--- config.mk ---
export PLATFORM = sky130hd
export DESIGN_NAME = regfile_mp
export DESIGN_NICKNAME = d
export VERILOG_FILES = /design/src/rtl/regfile_pkg.sv /design/src/rtl/rf_read_port.sv /design/src/rtl/regfile_mp.sv
export SDC_FILE = /design/constraint.sdc
export NUM_CORES = 2
export LEC_CHECK = 0
export CORE_UTILIZATION = 25
export CTS_BUF_LIST = sky130_fd_sc_hd__clkbuf_8
export DETAILED_ROUTE_END_ITERATION = 8
export GPL_TIMING_DRIVEN = 0
export PLACE_DENSITY = 0.49
export SKIP_CTS_REPAIR_TIMING = 1
export SLEW_MARGIN = 20
export SYNTH_ARGS = -nofsm -noshare
export SYNTH_HDL_FRONTEND = slang
export SYNTH_HIERARCHICAL = 1
export SYNTH_SLANG_ARGS = --single-unit
--- constraint.sdc ---
create_clock -name CLOCK -period 50.7 [get_ports CLOCK]
set_input_delay 5.07 -clock CLOCK [delete_from_list [all_inputs] [get_ports CLOCK]]
set_output_delay 5.07 -clock CLOCK [all_outputs]
set_load 0.05 [all_outputs]
--- src/rtl/regfile_pkg.sv ---
// Shared constants and port-packing helpers for the multi-port register file.
package regfile_pkg;

    localparam int RF_DATA_W = 32;
    localparam int RF_ADDR_W = 5;
    localparam int RF_NUM_RD = 2;
    localparam int RF_NUM_WR = 2;

    // Bit offset of lane idx inside a flat bus of width-bit lanes.
    function automatic int sliceLsb(input int idx, input int width);
        return idx * width;
    endfunction

endpackage

--- src/rtl/rf_read_port.sv ---
// One read port: write/reservation bypass, zero-register masking, output register.
// Latency 1 cycle; rdEn=0 holds rdData/rdBusy (stall).
module rf_read_port
    import regfile_pkg::*;
#(
    parameter int DATA_W   = RF_DATA_W,
    parameter int ADDR_W   = RF_ADDR_W,
    parameter int ZERO_REG = 1
) (
    input  logic                        CLOCK,
    input  logic                        RESET,
    input  logic                        rdEn,
    input  logic [ADDR_W-1:0]           rdAddr,
    input  logic [DATA_W-1:0]           storedData,
    input  logic                        storedBusy,
    input  logic [RF_NUM_WR-1:0]        wrEn,
    input  logic [RF_NUM_WR*ADDR_W-1:0] wrAddr,
    input  logic [RF_NUM_WR*DATA_W-1:0] wrData,
    input  logic                        rsvEn,
    input  logic [ADDR_W-1:0]           rsvAddr,
    output logic [DATA_W-1:0]           rdData,
    output logic                        rdBusy
);

    localparam int WA0 = sliceLsb(0, ADDR_W);
    localparam int WA1 = sliceLsb(1, ADDR_W);
    localparam int WD0 = sliceLsb(0, DATA_W);
    localparam int WD1 = sliceLsb(1, DATA_W);

    logic              isZeroReg;
    logic              wrHit0;
    logic              wrHit1;
    logic              rsvHit;
    logic [DATA_W-1:0] nextData;
    logic              nextBusy;

    // Reproduce the entry's post-edge state: port 1 over port 0 over storage,
    // and a same-edge reservation beats the write's busy clear.
    always_comb begin
        isZeroReg = (ZERO_REG != 0) && (rdAddr == '0);
        wrHit0    = wrEn[0] && (wrAddr[WA0 +: ADDR_W] == rdAddr);
        wrHit1    = wrEn[1] && (wrAddr[WA1 +: ADDR_W] == rdAddr);
        rsvHit    = rsvEn && (rsvAddr == rdAddr);

        nextData = storedData;
        nextBusy = storedBusy;
        if (wrHit1) begin
            nextData = wrData[WD1 +: DATA_W];
        end else if (wrHit0) begin
            nextData = wrData[WD0 +: DATA_W];
        end
        if (rsvHit) begin
            nextBusy = 1'b1;
        end else if (wrHit0 || wrHit1) begin
            nextBusy = 1'b0;
        end
        if (isZeroReg) begin
            nextData = '0;
            nextBusy = 1'b0;
        end
    end

    always_ff @(posedge CLOCK or posedge RESET) begin
        if (RESET) begin
            rdData <= '0;
            rdBusy <= 1'b0;
        end else if (rdEn) begin
            rdData <= nextData;
            rdBusy <= nextBusy;
        end
    end

endmodule

--- src/rtl/regfile_mp.sv ---
// Register file: 2 write ports, NUM_RD registered read ports, busy scoreboard.
// Read latency 1 cycle with write bypass; rd_en=0 stalls read outputs only.
module regfile_mp
    import regfile_pkg::*;
#(
    parameter int DATA_W   = RF_DATA_W,
    parameter int ADDR_W   = RF_ADDR_W,
    parameter int NUM_RD   = RF_NUM_RD,
    parameter int ZERO_REG = 1
) (
    input  logic                        CLOCK,
    input  logic                        RESET,
    input  logic                        rd_en,
    input  logic [NUM_RD*ADDR_W-1:0]    rd_addr,
    output logic [NUM_RD*DATA_W-1:0]    rd_data,
    output logic [NUM_RD-1:0]           rd_busy,
    input  logic [RF_NUM_WR-1:0]        wr_en,
    input  logic [RF_NUM_WR*ADDR_W-1:0] wr_addr,
    input  logic [RF_NUM_WR*DATA_W-1:0] wr_data,
    input  logic                        rsv_en,
    input  logic [ADDR_W-1:0]           rsv_addr,
    output logic                        wr_conflict
);

    localparam int DEPTH = 2 ** ADDR_W;
    localparam int WA1   = sliceLsb(1, ADDR_W);
    localparam int WD1   = sliceLsb(1, DATA_W);

    logic [DATA_W-1:0] regs [DEPTH];
    logic [DEPTH-1:0]  busy;

    logic [ADDR_W-1:0] wrAddr0;
    logic [ADDR_W-1:0] wrAddr1;
    logic [DATA_W-1:0] wrData0;
    logic [DATA_W-1:0] wrData1;
    logic [DEPTH-1:0]  wrHit0;
    logic [DEPTH-1:0]  wrHit1;
    logic [DEPTH-1:0]  rsvHit;
    logic              conflictNext;

    assign wrAddr0 = wr_addr[0 +: ADDR_W];
    assign wrAddr1 = wr_addr[WA1 +: ADDR_W];
    assign wrData0 = wr_data[0 +: DATA_W];
    assign wrData1 = wr_data[WD1 +: DATA_W];

    function automatic logic isWritable(input int a);
        return !((ZERO_REG != 0) && (a == 0));
    endfunction

    always_comb begin
        for (int a = 0; a < DEPTH; a++) begin
            wrHit0[a] = isWritable(a) && wr_en[0] && (wrAddr0 == ADDR_W'(a));
            wrHit1[a] = isWritable(a) && wr_en[1] && (wrAddr1 == ADDR_W'(a));
            rsvHit[a] = isWritable(a) && rsv_en && (rsv_addr == ADDR_W'(a));
        end
    end

    // A collision on the hard-wired zero entry is not a conflict: nothing commits.
    always_comb begin
        conflictNext = wr_en[0] && wr_en[1] && (wrAddr0 == wrAddr1)
                       && !((ZERO_REG != 0) && (wrAddr0 == '0));
    end

    always_ff @(posedge CLOCK or posedge RESET) begin
        if (RESET) begin
            for (int a = 0; a < DEPTH; a++) begin
                regs[a] <= '0;
            end
            busy <= '0;
        end else begin
            for (int a = 0; a < DEPTH; a++) begin
                if (wrHit1[a]) begin
                    regs[a] <= wrData1;
                end else if (wrHit0[a]) begin
                    regs[a] <= wrData0;
                end
                if (rsvHit[a]) begin
                    busy[a] <= 1'b1;
                end else if (wrHit0[a] || wrHit1[a]) begin
                    busy[a] <= 1'b0;
                end
            end
        end
    end

    always_ff @(posedge CLOCK or posedge RESET) begin
        if (RESET) begin
            wr_conflict <= 1'b0;
        end else begin
            wr_conflict <= conflictNext;
        end
    end

    for (genvar i = 0; i < NUM_RD; i++) begin : gRdPort
        logic [ADDR_W-1:0] portAddr;
        assign portAddr = rd_addr[sliceLsb(i, ADDR_W) +: ADDR_W];

        rf_read_port #(
            .DATA_W   (DATA_W),
            .ADDR_W   (ADDR_W),
            .ZERO_REG (ZERO_REG)
        ) uReadPort (
            .CLOCK      (CLOCK),
            .RESET      (RESET),
            .rdEn       (rd_en),
            .rdAddr     (portAddr),
            .storedData (regs[portAddr]),
            .storedBusy (busy[portAddr]),
            .wrEn       (wr_en),
            .wrAddr     (wr_addr),
            .wrData     (wr_data),
            .rsvEn      (rsv_en),
            .rsvAddr    (rsv_addr),
            .rdData     (rd_data[sliceLsb(i, DATA_W) +: DATA_W]),
            .rdBusy     (rd_busy[i])
        );
    end

endmodule

==> impl_results.md <==
* Htree depth at 4
* Initial antenna violation count at 36
* Vias in the first global route at roughly 61000
* Worst EP required at roughly 52 ns
* Placer congestion estimate at 1.050
* Fin nets at roughly 7100
* Setup violators final at 0
* Final period utilization at 0.1837
* Dominant cell type by area after synthesis: dfrtp_1
* Total global routing overflow at 0
* Worst setup path category: primary input to register
* Register bit total from synthesis at between 1000 and 1500
* Post-Synthesis Cell Area at between 0.06 and 0.07 mm2
* Rel. slew slack at 0.08393
* Status: completed
* Mapped Cells at between 6000 and 7000
* Hold/Removal Path Class: register to register
* Iter 0 DRT Violations at around 9800
* Die Ht at 525.1 um
* Top_reg_cell synth: dfrtp_1
* Register-to-Register Path Depth at 6
* Worst r2r src: regs[767]
* IO Port Bufs at about 160
* CP Capture Type: register
* Endpoint of the worst hold path: busy[25]
* Ys async rst share at 1.000
* CP Max Fanout at 10
* Via/cell ratio at approximately 5.9
* Reg clk slew, reported paths at about 0.060 ns
* Share of layout cells above drive strength 1 at 0.1634
* Root buffer cell: clkbuf_8
* Netlist cell types at 52
* Pins Over Slew Limit at 0
* Num rows at ~190
* Final instance area at approximately 0.079 mm2
* Leak at about 0.033 uW
* # IOs at roughly 160
* DPL Wire Length at 292100 um
* RSZ-0062 raised after global routing: no
* Core Area at approximately 0.27 mm2
* Total routed wirelength at 406400 um
* Final hold violations at 0
* Worst EP arrival at 10.29 ns
* Chip width at ~530 um
* Top cells by count, synth: mux2i_1, dfrtp_1, nand2_1, a21oi_1, nor2_1
* Num CTS Buffers at about 200
* MaxCap Viol Count at 0
* Die area at around 0.28 mm2
* PD cells at slightly below 40 mW/mm2
* Ranking of synthesized cells by area: dfrtp_1, mux2i_1, mux4_2
* Clock period minus worst slack at 9.314 ns
* Startpoint types: primary input
* Syn nets at 6678
* Total global-route track usage at 0.2858
* Area after DPL at between 0.07 and 0.08 mm2
* P&R area growth vs syn at 16.15%
* CTS sink count at roughly 1100
* Top cell type's share of synthesized area at 0.3987
* Slew @ Worst Pin at 1.374 ns
* Worst vdd ir at between 0.00002 and 0.000025 V
* EDFF count, synth at 0
* Largest net degree at the start of global routing at a little over 100
* Max clock buf depth at 3
* Worst Skew at 0.07096 ns
* Flop2flop setup slack at roughly 48 ns
* Fmax at 107.4 MHz
* Min-Delay Path Depth at 2
* First-pass GRT wire length at around 540000 um
* End of the worst register-to-register path: gRdPort[1].uReadPort/rdData[31]
* Register area share after synthesis at 0.3987
* Post-route DRC at 0
* WL per Instance at 37.90 um
* Synth Warn # at 6
* Most common cell in the netlist: mux2i_1
* Hold path start: busy[25]
* CTS tree: built
* Drt pass-1 iters at 7
* Avg Synthesized Cell Area at between 10 and 15 um2
* Setup TNS Final at 0 ns
* Pwr Total at between 3000 and 4000 uW
* Worst skew pair latency at approximately 1.1 ns
* Vias at 63650
* Starting Density at 0.2520
* Routed Antenna Nets at 0
-- registers in the layout, indices dropped and copies added, names as in the netlist --
| signal | flops |
|---|---|
| regs | 992 |
| busy | 31 |
| gRdPort.uReadPort/rdData | 64 |
| wr_conflict | 1 |
| gRdPort.uReadPort/rdBusy | 2 |
-- stage by stage --
step           utilization  setup slack (ns)  instances  hold slack [ns]
2_1_floorplan            -             16.81       6583           0.4774
3_3_place_gp        0.2744             1.974      10310           0.5333
3_5_place_dp        0.2766             40.60      10340           0.5321
4_1_cts             0.2925             41.77      10710           0.5495
5_1_grt             0.2926             41.66      10720           0.5687
6_report            0.2927             41.39      10720           0.5546
-- routing by layer --
metal / vias up / track usage / part of all wire
met3: 1311 / 0.1107 / 0.13
met5: - / 0.005368 / 0.0011
met4: 44 / 0.1966 / 0.080
met2: 4964 / 0.4120 / 0.42
li1: 24790 / - / -
met1: 32550 / 0.3491 / 0.38
-- report_power, final --
group / internal [uW] / switching (uW) / total (uW)
clock: 487 / 446 / 933
combinational: 405 / 455 / 860
sequential: 1100 / 205 / 1300
-- worst max path at each step --
stage / cells after the start / startpoint / end
2_1_floorplan: 1 / RESET / busy[10]
3_3_place_gp: 2 / RESET / regs[46]
3_5_place_dp: 10 / rd_addr[7] / gRdPort[1].uReadPort/rdData[31]
4_1_cts: 10 / rd_addr[7] / gRdPort[1].uReadPort/rdData[31]
5_1_grt: 10 / rd_addr[7] / gRdPort[1].uReadPort/rdData[31]
6_report: 10 / rd_addr[7] / gRdPort[1].uReadPort/rdData[31]
-- layout make-up --
type	count	area [um2]
Antenna cell	10	25.02
Buffer	769	3701
Clock buffer	274	3771
Clock inverter	101	529.3
Fill cell	28390	192000
Inverter	20	87.58
Multi-Input combinational cell	4704	37460
Sequential cell	1090	27280
Tap cell	3570	4467
Timing Repair Buffer	185	2142
-- cell usage in the layout, fill, tap and decap left out, drive strengths merged, types with 17 or more instances in the layout --
cell type	instances
a22o	199
o31ai	66
xnor2	18
and3	35
clkbuf	721
nor2b	79
buf	347
mux4	396
mux2i	1221
inv	101
clkdlybuf4s50	160
clkinv	17
mux2	66
nor2	541
nand2	612
dfrtp	1090
a211oi	66
o21ai	629
o22ai	66
a21oi	577
and2	43
-- cell families (layout without fill, tap and decap cells) --
| logic type | count (synthesis) | after routing | share of synthesized area |
|---|---|---|---|
| other cells | 0 | 10 | 0 |
| compound gates | 1622 | 1622 | 0.1380 |
| xor+xnor | 34 | 34 | 0.004353 |
| flops | 1090 | 1090 | 0.3987 |
| mux | 1683 | 1683 | 0.3199 |
| simple gates | 1365 | 1365 | 0.08494 |
| buf+inv | 789 | 1349 | 0.05414 |
-- critical path: stages --
cell and delay [ns]:
clkdlybuf4s50_1 0.93, buf_4 0.54, buf_2 0.59, nand2_1 0.48, clkbuf_1 0.60, o22ai_1 0.33
a211oi_1 0.07, o31ai_1 1.01, mux2i_1 0.37, o21ai_1 0.22
Note: power is estimated with default switching activity, not from simulation.
